`src/rtl/cmul_arb_pkg.sv`:
```
// cmul_arbiter shared types and width helpers.
// Imported by the interface, tag FIFO and arbiter top.
package cmul_arb_pkg;

  typedef enum logic {
    EMPTY,
    FULL
  } slot_state_e;

  function automatic int OP_W(int dw);
    return 4 * dw;
  endfunction

  function automatic int RES_W(int dw);
    return 4 * (dw + 1);
  endfunction

  function automatic int TAG_W(int nreq);
    return (nreq > 1) ? $clog2(nreq) : 1;
  endfunction

endpackage

```
`src/rtl/cmul_arbiter_if.sv`:
```
// Requester fabric and multiplier handshake bundle.
// slave: the arbiter side; master: the surrounding fabric.
interface cmul_arbiter_if
  import cmul_arb_pkg::*;
#(
  parameter int DWIDTH = 8,
  parameter int NREQ   = 4
);

  localparam int OPW = OP_W(DWIDTH);
  localparam int RSW = RES_W(DWIDTH);

  logic [NREQ-1:0]     req_val;
  logic [NREQ-1:0]     req_rdy;
  logic [NREQ*OPW-1:0] req_data;
  logic                mul_op_val;
  logic                mul_op_rdy;
  logic [OPW-1:0]      mul_op_data;
  logic                mul_res_val;
  logic                mul_res_rdy;
  logic [RSW-1:0]      mul_res_data;
  logic [NREQ-1:0]     rsp_val;
  logic [NREQ-1:0]     rsp_rdy;
  logic [RSW-1:0]      rsp_data;

  modport slave (
    input  req_val, req_data,
    input  mul_op_rdy,
    input  mul_res_val, mul_res_data,
    input  rsp_rdy,
    output req_rdy,
    output mul_op_val, mul_op_data,
    output mul_res_rdy,
    output rsp_val, rsp_data
  );

  modport master (
    output req_val, req_data,
    output mul_op_rdy,
    output mul_res_val, mul_res_data,
    output rsp_rdy,
    input  req_rdy,
    input  mul_op_val, mul_op_data,
    input  mul_res_rdy,
    input  rsp_val, rsp_data
  );

endinterface

```
`src/rtl/cmul_tag_fifo.sv`:
```
// In-order tag FIFO recording which requester owns each op.
// Pointers carry an extra MSB to tell full from empty.
module cmul_tag_fifo #(
  parameter int DEPTH = 4,
  parameter int W     = 2
) (
  input  logic         clk,
  input  logic         rst,
  input  logic         push,
  input  logic         pop,
  input  logic [W-1:0] din,
  output logic         full,
  output logic         empty,
  output logic [W-1:0] head
);

  localparam int AW = $clog2(DEPTH);

  logic [W-1:0] mem [DEPTH];
  logic [AW:0]  wp;
  logic [AW:0]  rp;

  assign empty = (wp == rp);
  assign full  = (wp[AW] != rp[AW]) &&
                 (wp[AW-1:0] == rp[AW-1:0]);
  assign head  = mem[rp[AW-1:0]];

  // Pointer update; a push never lands on a full FIFO.
  always_ff @(posedge clk) begin
    if (rst) begin
      wp <= '0;
      rp <= '0;
    end else begin
      if (push && !full)
        wp <= wp + 1'b1;
      if (pop && !empty)
        rp <= rp + 1'b1;
    end
  end

  // Storage needs no reset: only entries behind wp are read.
  always_ff @(posedge clk) begin
    if (push && !full)
      mem[wp[AW-1:0]] <= din;
  end

endmodule

```
`src/rtl/cmul_arbiter.sv`:
```
// Shares one complex multiplier among NREQ requesters.
// CMUL_ARB_FIXED_PRIO_EN selects fixed priority over round-robin.
module cmul_arbiter
  import cmul_arb_pkg::*;
#(
  parameter int DWIDTH = 8,
  parameter int NREQ   = 4,
  parameter int DEPTH  = 4
) (
  input  logic           clk,
  input  logic           sw_rst,
  cmul_arbiter_if.slave  bus,
  output logic           err_orphan
);

  localparam int OPW = OP_W(DWIDTH);
  localparam int TW  = TAG_W(NREQ);

  slot_state_e     state;
  slot_state_e     state_nxt;
  logic [OPW-1:0]  op_q;
  logic [TW-1:0]   gnt;
  logic [TW-1:0]   head;
  logic            any_val;
  logic            slot_free;
  logic            tag_full;
  logic            tag_empty;
  logic            accept;
  logic            pop;

  assign any_val   = |bus.req_val;
  assign slot_free = (state == EMPTY) || bus.mul_op_rdy;
  assign accept    = any_val && slot_free && !tag_full;
  assign pop       = bus.mul_res_val && bus.mul_res_rdy;

`ifdef CMUL_ARB_FIXED_PRIO_EN
  // Lowest-index valid requester wins.
  always_comb begin
    gnt = '0;
    for (int i = NREQ - 1; i >= 0; i--)
      if (bus.req_val[i]) gnt = TW'(i);
  end
`else
  logic [TW-1:0] rr_ptr;

  function automatic logic [TW-1:0] wrap_add(
    logic [TW-1:0] p,
    int            k
  );
    int s;
    s = int'(p) + k;
    if (s >= NREQ) s = s - NREQ;
    return TW'(s);
  endfunction

  // First valid requester at or after rr_ptr, wrapping.
  always_comb begin
    gnt = rr_ptr;
    for (int k = NREQ - 1; k >= 0; k--)
      if (bus.req_val[wrap_add(rr_ptr, k)])
        gnt = wrap_add(rr_ptr, k);
  end

  // Search restarts just past the last winner.
  always_ff @(posedge clk) begin
    if (sw_rst)
      rr_ptr <= '0;
    else if (accept)
      rr_ptr <= wrap_add(gnt, 1);
  end
`endif

  // One-hot ready to the granted requester only.
  always_comb begin
    bus.req_rdy = '0;
    if (accept) bus.req_rdy[gnt] = 1'b1;
  end

  // Slot state register.
  always_ff @(posedge clk) begin
    if (sw_rst)
      state <= EMPTY;
    else
      state <= state_nxt;
  end

  // Slot fills on accept, drains when the multiplier takes it.
  always_comb begin
    state_nxt = state;
    unique case (state)
      EMPTY: if (accept) state_nxt = FULL;
      FULL: begin
        if (accept)
          state_nxt = FULL;
        else if (bus.mul_op_rdy)
          state_nxt = EMPTY;
      end
      default: state_nxt = EMPTY;
    endcase
  end

  // Operand register; holds while the multiplier stalls.
  always_ff @(posedge clk) begin
    if (sw_rst)
      op_q <= '0;
    else if (accept)
      op_q <= bus.req_data[int'(gnt)*OPW +: OPW];
  end

  assign bus.mul_op_val  = (state == FULL);
  assign bus.mul_op_data = op_q;

  cmul_tag_fifo #(
    .DEPTH (DEPTH),
    .W     (TW)
  ) u_tag_fifo (
    .clk   (clk),
    .rst   (sw_rst),
    .push  (accept),
    .pop   (pop),
    .din   (gnt),
    .full  (tag_full),
    .empty (tag_empty),
    .head  (head)
  );

  // Result valid steered to the owner of the oldest tag.
  always_comb begin
    bus.rsp_val = '0;
    if (bus.mul_res_val && !tag_empty)
      bus.rsp_val[head] = 1'b1;
  end

  assign bus.mul_res_rdy = !tag_empty && bus.rsp_rdy[head];
  assign bus.rsp_data    = bus.mul_res_data;

  // Sticky flag for a result nobody is waiting for.
  always_ff @(posedge clk) begin
    if (sw_rst)
      err_orphan <= 1'b0;
    else if (bus.mul_res_val && tag_empty)
      err_orphan <= 1'b1;
  end

endmodule

```
`src/flat_wrapper.sv`:
```
// flat-port wrapper written by rule: the top's interface ports become plain ports
module cmul_arbiter_flat import cmul_arb_pkg::*;
#(
  parameter int DWIDTH = 8,
  parameter int NREQ   = 4,
  parameter int DEPTH  = 4
)
  (clk, sw_rst, err_orphan, bus_req_val, bus_req_data, bus_mul_op_rdy, bus_mul_res_val, bus_mul_res_data, bus_rsp_rdy, bus_req_rdy, bus_mul_op_val, bus_mul_op_data, bus_mul_res_rdy, bus_rsp_val, bus_rsp_data);
  cmul_arbiter_if #(.DWIDTH(DWIDTH), .NREQ(NREQ)) bus_i ();
  input  logic clk;
  input  logic sw_rst;
  output logic err_orphan;
  input wire logic [$bits(bus_i.req_val)-1:0] bus_req_val;
  input wire logic [$bits(bus_i.req_data)-1:0] bus_req_data;
  input wire logic [$bits(bus_i.mul_op_rdy)-1:0] bus_mul_op_rdy;
  input wire logic [$bits(bus_i.mul_res_val)-1:0] bus_mul_res_val;
  input wire logic [$bits(bus_i.mul_res_data)-1:0] bus_mul_res_data;
  input wire logic [$bits(bus_i.rsp_rdy)-1:0] bus_rsp_rdy;
  output wire logic [$bits(bus_i.req_rdy)-1:0] bus_req_rdy;
  output wire logic [$bits(bus_i.mul_op_val)-1:0] bus_mul_op_val;
  output wire logic [$bits(bus_i.mul_op_data)-1:0] bus_mul_op_data;
  output wire logic [$bits(bus_i.mul_res_rdy)-1:0] bus_mul_res_rdy;
  output wire logic [$bits(bus_i.rsp_val)-1:0] bus_rsp_val;
  output wire logic [$bits(bus_i.rsp_data)-1:0] bus_rsp_data;
  assign bus_i.req_val = bus_req_val;
  assign bus_i.req_data = bus_req_data;
  assign bus_i.mul_op_rdy = bus_mul_op_rdy;
  assign bus_i.mul_res_val = bus_mul_res_val;
  assign bus_i.mul_res_data = bus_mul_res_data;
  assign bus_i.rsp_rdy = bus_rsp_rdy;
  assign bus_req_rdy = bus_i.req_rdy;
  assign bus_mul_op_val = bus_i.mul_op_val;
  assign bus_mul_op_data = bus_i.mul_op_data;
  assign bus_mul_res_rdy = bus_i.mul_res_rdy;
  assign bus_rsp_val = bus_i.rsp_val;
  assign bus_rsp_data = bus_i.rsp_data;
  cmul_arbiter #(.DWIDTH(DWIDTH), .NREQ(NREQ), .DEPTH(DEPTH)) u_core (.clk(clk), .sw_rst(sw_rst), .bus(bus_i), .err_orphan(err_orphan));
endmodule
```
`config.mk`:
```
export PLATFORM = sky130hd
export DESIGN_NAME = cmul_arbiter_flat
export DESIGN_NICKNAME = d
export VERILOG_FILES = /design/src/rtl/cmul_arb_pkg.sv /design/src/rtl/cmul_arbiter_if.sv /design/src/rtl/cmul_tag_fifo.sv /design/src/rtl/cmul_arbiter.sv /design/src/flat_wrapper.sv
export SDC_FILE = /design/constraint.sdc
export NUM_CORES = 1
export LEC_CHECK = 0
export BUFFER_PORTS_ARGS = -buffer_cell sky130_fd_sc_hd__buf_2
export CAP_MARGIN = 15
export CORE_AREA = 2 2 100 102
export CTS_CLUSTER_DIAMETER = 200
export DETAILED_ROUTE_END_ITERATION = 10
export DIE_AREA = 0 0 102 104
export PLACE_DENSITY = 0.79
export SYNTH_ARGS = -nofsm -noshare
export SYNTH_HDL_FRONTEND = slang
export SYNTH_SLANG_ARGS = --single-unit
```
`constraint.sdc`:
```
create_clock -name clk -period 3.9 [get_ports clk]
set_clock_uncertainty 0.15 [all_clocks]
set_input_delay 0.39 -clock clk [delete_from_list [all_inputs] [get_ports clk]]
set_output_delay 0.39 -clock clk [all_outputs]
set_load 0.02 [all_outputs]
```
### Word level (Yosys, flattened, before mapping)

Memory sizes are Yosys's and may differ from the RTL's. A register that Yosys moved wholly into a read port is not among the register bits.
Cells that the tools add are included.

| word-level totals | value |
|---|---|
| bits in latches | 0 |
| bits in registers | 42 |
| bits in read-only memories | 0 |
| word-level logic and storage cells | 84 |
| RAM bits | 8 |
| memories | 1 |
| input port bits | 176 |

Memories:

| memory | depth | bits a word | rd ports | clocked after memory_dff | wr ports | line | text |
|---|---|---|---|---|---|---|---|
| u_core.u_tag_fifo.mem | 4 | 2 | 1 | 1 | 1 | cmul_tag_fifo.sv:19 | `logic [W-1:0] mem [DEPTH];` |

| cells by class | value |
|---|---|
| magnitude comparators | 13 |
| equal/unequal tests | 3 |
| div/mod/pow operators | 0 |
| reduce and logical (&&, ||, !) cells | 15 |
| shift operators | 1 |
| $mul | 0 |
| add/subtract/negate cells | 11 |
| bitwise gates (word level) | 1 |
| muxes and demuxes | 33 |

Operator list:

| operator | number |
|---|---|
| indexed part select 128 x 8 -> 32 bit | 1 |
| two-way mux 2 bit | 11 |
| < comparator 2 x 3 -> 1 bit, second input constant | 6 |
| greater-or-equal comparator 3 bit, second input constant | 4 |
| two-way mux 1 bit | 12 |
| logical AND 1 bit | 11 |
| binary-select mux 1 bit (select 2 bit) | 5 |
| subtractor 2 x 1 -> 2 bit, second input constant | 5 |
| two-way mux 4 bit | 2 |
| adder 2 x 1 -> 3 bit, second input constant | 2 |
| adder 2 x 2 -> 3 bit, second input constant | 2 |
| adder 3 x 1 -> 3 bit, second input constant | 2 |
| demux 1 bit (select 2 bit) | 2 |
| greater-or-equal comparator 2 x 1 -> 1 bit, second input constant | 2 |
| OR reduction 4 bit | 1 |
| == test 3 bit | 1 |
| greater-or-equal comparator 2 x 3 -> 1 bit, second input constant | 1 |
| == test 2 bit | 1 |
| zero test 1 bit | 2 |
| one-hot mux 1 bit (2 select lines) | 1 |
| logical OR 1 bit | 1 |
| inequality test 1 bit | 1 |
| inverter 1 bit | 1 |

### Longest topological paths before layout

| depth | value |
|---|---|
| depth in word-level cells | 14 |
| depth in mapped cells | 7 |
| depth with buffers taken out | 5 |

### Cells and area by module

Synthesis repeated with hierarchy kept, for this count alone.

| second synthesis, totals | value |
|---|---|
| cell total of the unflattened synthesis | 430 |
| area total of the unflattened synthesis | 3975.1 sq um |

Modules (own cells, without submodules):

| module | instances | cells an instance | seq. area each (sq um) | area an instance (sq um) |
|---|---|---|---|---|
| cmul_arbiter | 1 | 350 | 720.7 | 3100.5 |
| cmul_tag_fifo | 1 | 80 | 400.4 | 874.6 |

### Worst setup path before layout

Ideal clock, no wire load.

| path | value |
|---|---|
| kind | register to output |
| start point | register (tool-made name) |
| end point | output port bus_mul_res_rdy |
| path buffers | 0 |
| setup slack | 1.724 ns |
| cell stages (with the launch flop) | 5 |
| arrival | 1.636 ns |
| path through | dfxtp_1 -> mux4_2 -> mux2i_1 -> mux2_4 -> nor2_1 |

RTL lines:

| what | line | text |
|---|---|---|
| end, declared | flat_wrapper.sv:22 | `output wire logic [$bits(bus_i.mul_res_rdy)-1:0] bus_mul_res_rdy;` |

### Final worst setup path

| path | value |
|---|---|
| start point | register u_core.rr_ptr[1] |
| end point | register u_core.op_q[18], in the netlist u_core.bus.mul_op_data[18] |

| between the ends | value |
|---|---|
| cells in the longest elaborated chain, start to end | 10 |

RTL lines:

| what | line | text |
|---|---|---|
| start, declared | cmul_arbiter.sv:44 | `logic [TW-1:0] rr_ptr;` |
| start signal, assigned | cmul_arbiter.sv:69 | `rr_ptr <= wrap_add(gnt, 1);` |
| adder 2 x 2 -> 3 bit | cmul_arbiter.sv:51 | `s = int'(p) + k;` |
| greater-or-equal comparator 3 bit or subtractor 2 x 1 -> 2 bit (tied branches) | cmul_arbiter.sv:52 | `if (s >= NREQ) s = s - NREQ;` |
| two-way mux 2 bit | cmul_arbiter.sv:52 |  |
| binary-select mux 1 bit (select 2 bit) | cmul_arbiter.sv:60 | `if (bus.req_val[wrap_add(rr_ptr, k)])` |
| two-way mux 1 bit (implied by the code) | cmul_arbiter.sv:60 |  |
| two-way mux 2 bit (3 in a row) | cmul_arbiter.sv:60 |  |
| two-way mux 2 bit * | cmul_arbiter.sv:60 |  |
| named net u_core.gnt[1] | cmul_arbiter.sv:22 | `logic [TW-1:0] gnt;` |
| indexed part select 128 x 8 -> 32 bit * | cmul_arbiter.sv:107 | `op_q <= bus.req_data[int'(gnt)*OPW +: OPW];` |
| end signal, assigned | cmul_arbiter.sv:107 |  |
| end, declared | cmul_arbiter.sv:21 | `logic [OPW-1:0] op_q;` |

Mark *: on every way through the listed nets, which the timed path passes. The rest lies on a longest branch. The select of a mux whose other input is x is not followed.
A chain may end at the register's enable or synchronous reset.

==> results.txt <==
----------------------------------------------------
[Finish]
  Number of fill cells in the layout ... ~970
  Proportion of layout cells with a drive suffix above 1 ... between 40 and 50%
  Antenna diodes ... 0
  Count of nets after finishing ... 639
  Register area ... 1120 um^2
  Area growth from synthesis to layout ... 28.2%
  Final Cell Area ... ~4000 um^2
  Area occupied by multi-input gates ... 1610 um^2

[Critical path]
  Endpoint arrival time on the critical path ... about 2.6 ns
  Kind of start point of the critical path ... flip-flop
  Cells traversed along the worst timing path ... or2_1, a21oi_1, o31ai_2, nand2_1, buf_4, o221ai_1
  Worst path required time ... 3.97 ns
  CP max-delay cell ... sky130_fd_sc_hd__o31ai_2
  Top delay family on crit path ... compound AO/OA/AOI/OAI gates
  CP Capture Type ... flip-flop
  Slowest cell delay on critical path ... between 0.5 and 0.6 ns
  Buffers plus inverters on the worst setup path ... 1
  Crit Path Max Fanout ... 19
  Worst Setup Path Type ... flip-flop to flip-flop

[Route]
  Total via count in the routed design ... ~2.9k
  Wire length reported by the detailed router ... between 8000 and 9000 um
  Post-detailed-route count of antenna-violating nets ... 0
  Final routed wire length divided by cell count ... around 14 um
  Number of optimization iterations in the first detailed-route pass ... 4
  Via density per instance ... about 4.8
  Initial DRC Count ... 56
  DRC ... 0

[GRT]
  Global-route met2 utilization ... between 20% and 30%
  Met3 Track Usage GR ... 3.36%
  Number of global-route vias before repair ... about 2.9k
  First-pass GRT wire length ... about 13,000 um
  Highest-utilization routing layer at the global route stage ... met2
  Antenna violations before repair ... 0
  GR met1 Demand/Resource ... between 10% and 20%
  Total congestion overflow ... 0
  Global-route usage over all layers ... approximately 15%
  Maximum number of pins on one net before global-route repair ... between 40 and 50

[Timing]
  Setup TNS ... 0 ns
  Worst max-slew margin expressed relative to the limit ... a little over half
  Period minus WS final ... 2.57 ns
  Setup repair after global routing missed its margin ... false
  Setup-violating endpoint count in the final report ... 0
  Maximum clock rate ... between 300 and 400 MHz
  Final Hold Viols ... 0
  Actual transition at the worst max-transition pin ... about 0.69 ns
  Pins over their slew limit ... 0
  Fin crit share ... roughly two thirds

[Logic synthesis]
  Netlist cell types ... 34
  Register bit count reported by yosys ... 52
  Syn Nets ... approximately 500
  Post-synthesis instance total ... around 320
  Most common cell in the synthesized netlist ... sky130_fd_sc_hd__mux2i_1
  Most area-hungry cell type in the Yosys netlist ... sky130_fd_sc_hd__dfxtp_1
  Average cell area after synthesis ... about 9.7 um^2
  Netlist area before placement ... a little over 3000 um^2
  Synth top area share ... around 29%
  Sequential fraction of the synthesis area ... between 30 and 40%
  Area contributors post-synth ... sky130_fd_sc_hd__dfxtp_1 (29%), sky130_fd_sc_hd__mux2i_1 (21%), sky130_fd_sc_hd__buf_4 (9.5%), sky130_fd_sc_hd__o221ai_1 (9.4%), sky130_fd_sc_hd__edfxtp_1 (7.8%)
  Primary flip-flop cell chosen by synthesis mapping ... sky130_fd_sc_hd__dfxtp_1
  Number of enable-type register cells in the synthesized netlist ... 8
  Most frequent cells after synthesis ... sky130_fd_sc_hd__mux2i_1 (66), sky130_fd_sc_hd__dfxtp_1 (44), sky130_fd_sc_hd__buf_4 (39)
  Fraction of registers with async set or reset after synthesis ... 0%
  Yosys Warn Count ... 0

[Place]
  Global placer's final weighted congestion ... approximately 0.83
  Instance area after placement ... between 3000 and 4000 um^2
  Number of buffers added on ports ... between 150 and 200
  DPL Wire Length ... 6660 um

[Min path]
  Hold WC Path Type ... primary input to flip-flop

[Floorplanning]
  Num rows ... 36
  Initial Utilization ... roughly 32%
  Die footprint ... 10,600 um^2
  Core outline area ... 9550 um^2
  Chip height ... between 100 and 150 um
  Width of the die ... ~100 um
  I/O pin total ... approximately 260

[Clock tree]
  CTS tree ... done
  H-tree levels ... 2
  Later-pin clock latency in the skew report ... roughly 0.31 ns
  Buffer count from post-CTS setup fixing ... 0
  TritonCTS Buffers ... 5
  Root Driver ... sky130_fd_sc_hd__clkbuf_8
  Clock slew seen by the registers of the worst setup and hold paths ... roughly 0.10 ns
  Maximum buffer depth of the clock tree ... 2
  Sink count of the clock tree ... 52
  Hold-fix buffers at CTS ... 0
  Number of gates given a new drive strength after cts ... 0

[Job]
  Max-cap check violation count ... 0

[Pwr]
  Reported leakage power ... 2.04 nW
  Ratio of total power to cell area ... between 400 and 500 nW/um^2
  Total chip power ... ~1.8 mW
  Largest vdd supply drop ... between 0.2 and 0.25 mV

[Outcome]
  Status ... finished, final reports clean

----------------------------------------------------
area by class of cell:
class	instances	area share [%]
timing repair buffer	188	24.1
tap	133	4.20
clock buffer	6	1.83
multi-input combinational	207	40.7
inverter	4	0.379
sequential	52	28.3
clock inverter	2	0.411
kinds of logic (layout without fill, tap and decap cells):
kind of cell | after synthesis | in the layout | synth area share, %
buffers and inverters | 58 | 200 | 12.1
AO/OA/AOI/OAI | 50 | 50 | 12.8
multiplexers | 70 | 70 | 23.7
adder cells (fa/ha/maj) | 5 | 5 | 2.03
flip-flops | 52 | 52 | 36.3
XOR/XNOR | 6 | 6 | 1.70
AND/OR/NAND/NOR | 76 | 76 | 11.3
worst register-to-register path: stages, from the launching register on:
cell                       delay, ns
sky130_fd_sc_hd__dfxtp_1        0.42
sky130_fd_sc_hd__or2_1          0.13
sky130_fd_sc_hd__a21oi_1        0.07
sky130_fd_sc_hd__o31ai_2        0.57
sky130_fd_sc_hd__nand2_1        0.54
sky130_fd_sc_hd__buf_4          0.38
sky130_fd_sc_hd__o221ai_1       0.23
registers in the layout, summed over array words and instances, names as in the netlist, named ones only:
name	count
u_core.bus.mul_op_data	32
u_core.bus.mul_op_val	1
u_core.u_tag_fifo.wp	3
u_core.u_tag_fifo.rp	3
u_core.u_tag_fifo.mem	8
u_core.err_orphan	1
u_core.rr_ptr	2
layer usage:
| metal | vias to the layer above | wire length [um] |
|---|---|---|
| li1 | 1398 | - |
| met1 | 1340 | 3250 |
| met2 | 117 | 4260 |
| met3 | 13 | 537 |
| met4 | 0 | 108 |
| met5 | - | 0 |
cell usage in the layout (no fill, tap or decap), types with 2 or more instances in the layout:
master	n
sky130_fd_sc_hd__clkbuf_8	5
sky130_fd_sc_hd__nor2b_1	5
sky130_fd_sc_hd__buf_2	182
sky130_fd_sc_hd__nor2_1	17
sky130_fd_sc_hd__o221ai_1	32
sky130_fd_sc_hd__xor2_1	2
sky130_fd_sc_hd__a21oi_1	8
sky130_fd_sc_hd__buf_4	6
sky130_fd_sc_hd__and2_1	4
sky130_fd_sc_hd__xnor2_1	4
sky130_fd_sc_hd__nor3b_1	3
sky130_fd_sc_hd__inv_1	4
sky130_fd_sc_hd__edfxtp_1	8
sky130_fd_sc_hd__nand2_1	37
sky130_fd_sc_hd__mux2i_1	66
sky130_fd_sc_hd__mux4_2	2
sky130_fd_sc_hd__a211oi_1	2
sky130_fd_sc_hd__ha_1	5
sky130_fd_sc_hd__o21ai_0	4
sky130_fd_sc_hd__dfxtp_1	44
sky130_fd_sc_hd__nand2b_1	2
power breakdown:
| part | total (mW) | switching (mW) | internal [mW] |
|---|---|---|---|
| Sequential | 0.714 | 0.0606 | 0.653 |
| Combinational | 0.767 | 0.438 | 0.329 |
| Clock | 0.311 | 0.183 | 0.128 |
| Total | 1.79 | 0.682 | 1.11 |
metrics by stage:
stage                     utilization, %  setup WS (ns)  cells  hold WS (ns)
after floorplan                        -           1.72    317         0.347
after global placement              40.5           1.35    584         0.289
after detailed placement            40.5           1.26    584         0.292
after CTS                           41.5           1.30    592         0.192
after global routing                41.5           1.15    592         0.208
final                               41.5           1.33    592         0.195
final timing paths:
path         slack, ns                                      end  depth (start not counted)                                     from
min reg2reg       0.32  u_core.bus.mul_op_data[21]$_SDFFE_PP0P_                          2  u_core.bus.mul_op_data[21]$_SDFFE_PP0P_
max               1.33  u_core.bus.mul_op_data[18]$_SDFFE_PP0P_                          6            u_core.rr_ptr[1]$_SDFFE_PP0P_
max reg2reg       1.33  u_core.bus.mul_op_data[18]$_SDFFE_PP0P_                          6            u_core.rr_ptr[1]$_SDFFE_PP0P_
min               0.19           u_core.err_orphan$_SDFFE_PP0P_                          3                          bus_mul_res_val
No activity file was read; power rests on OpenSTA's default activity.
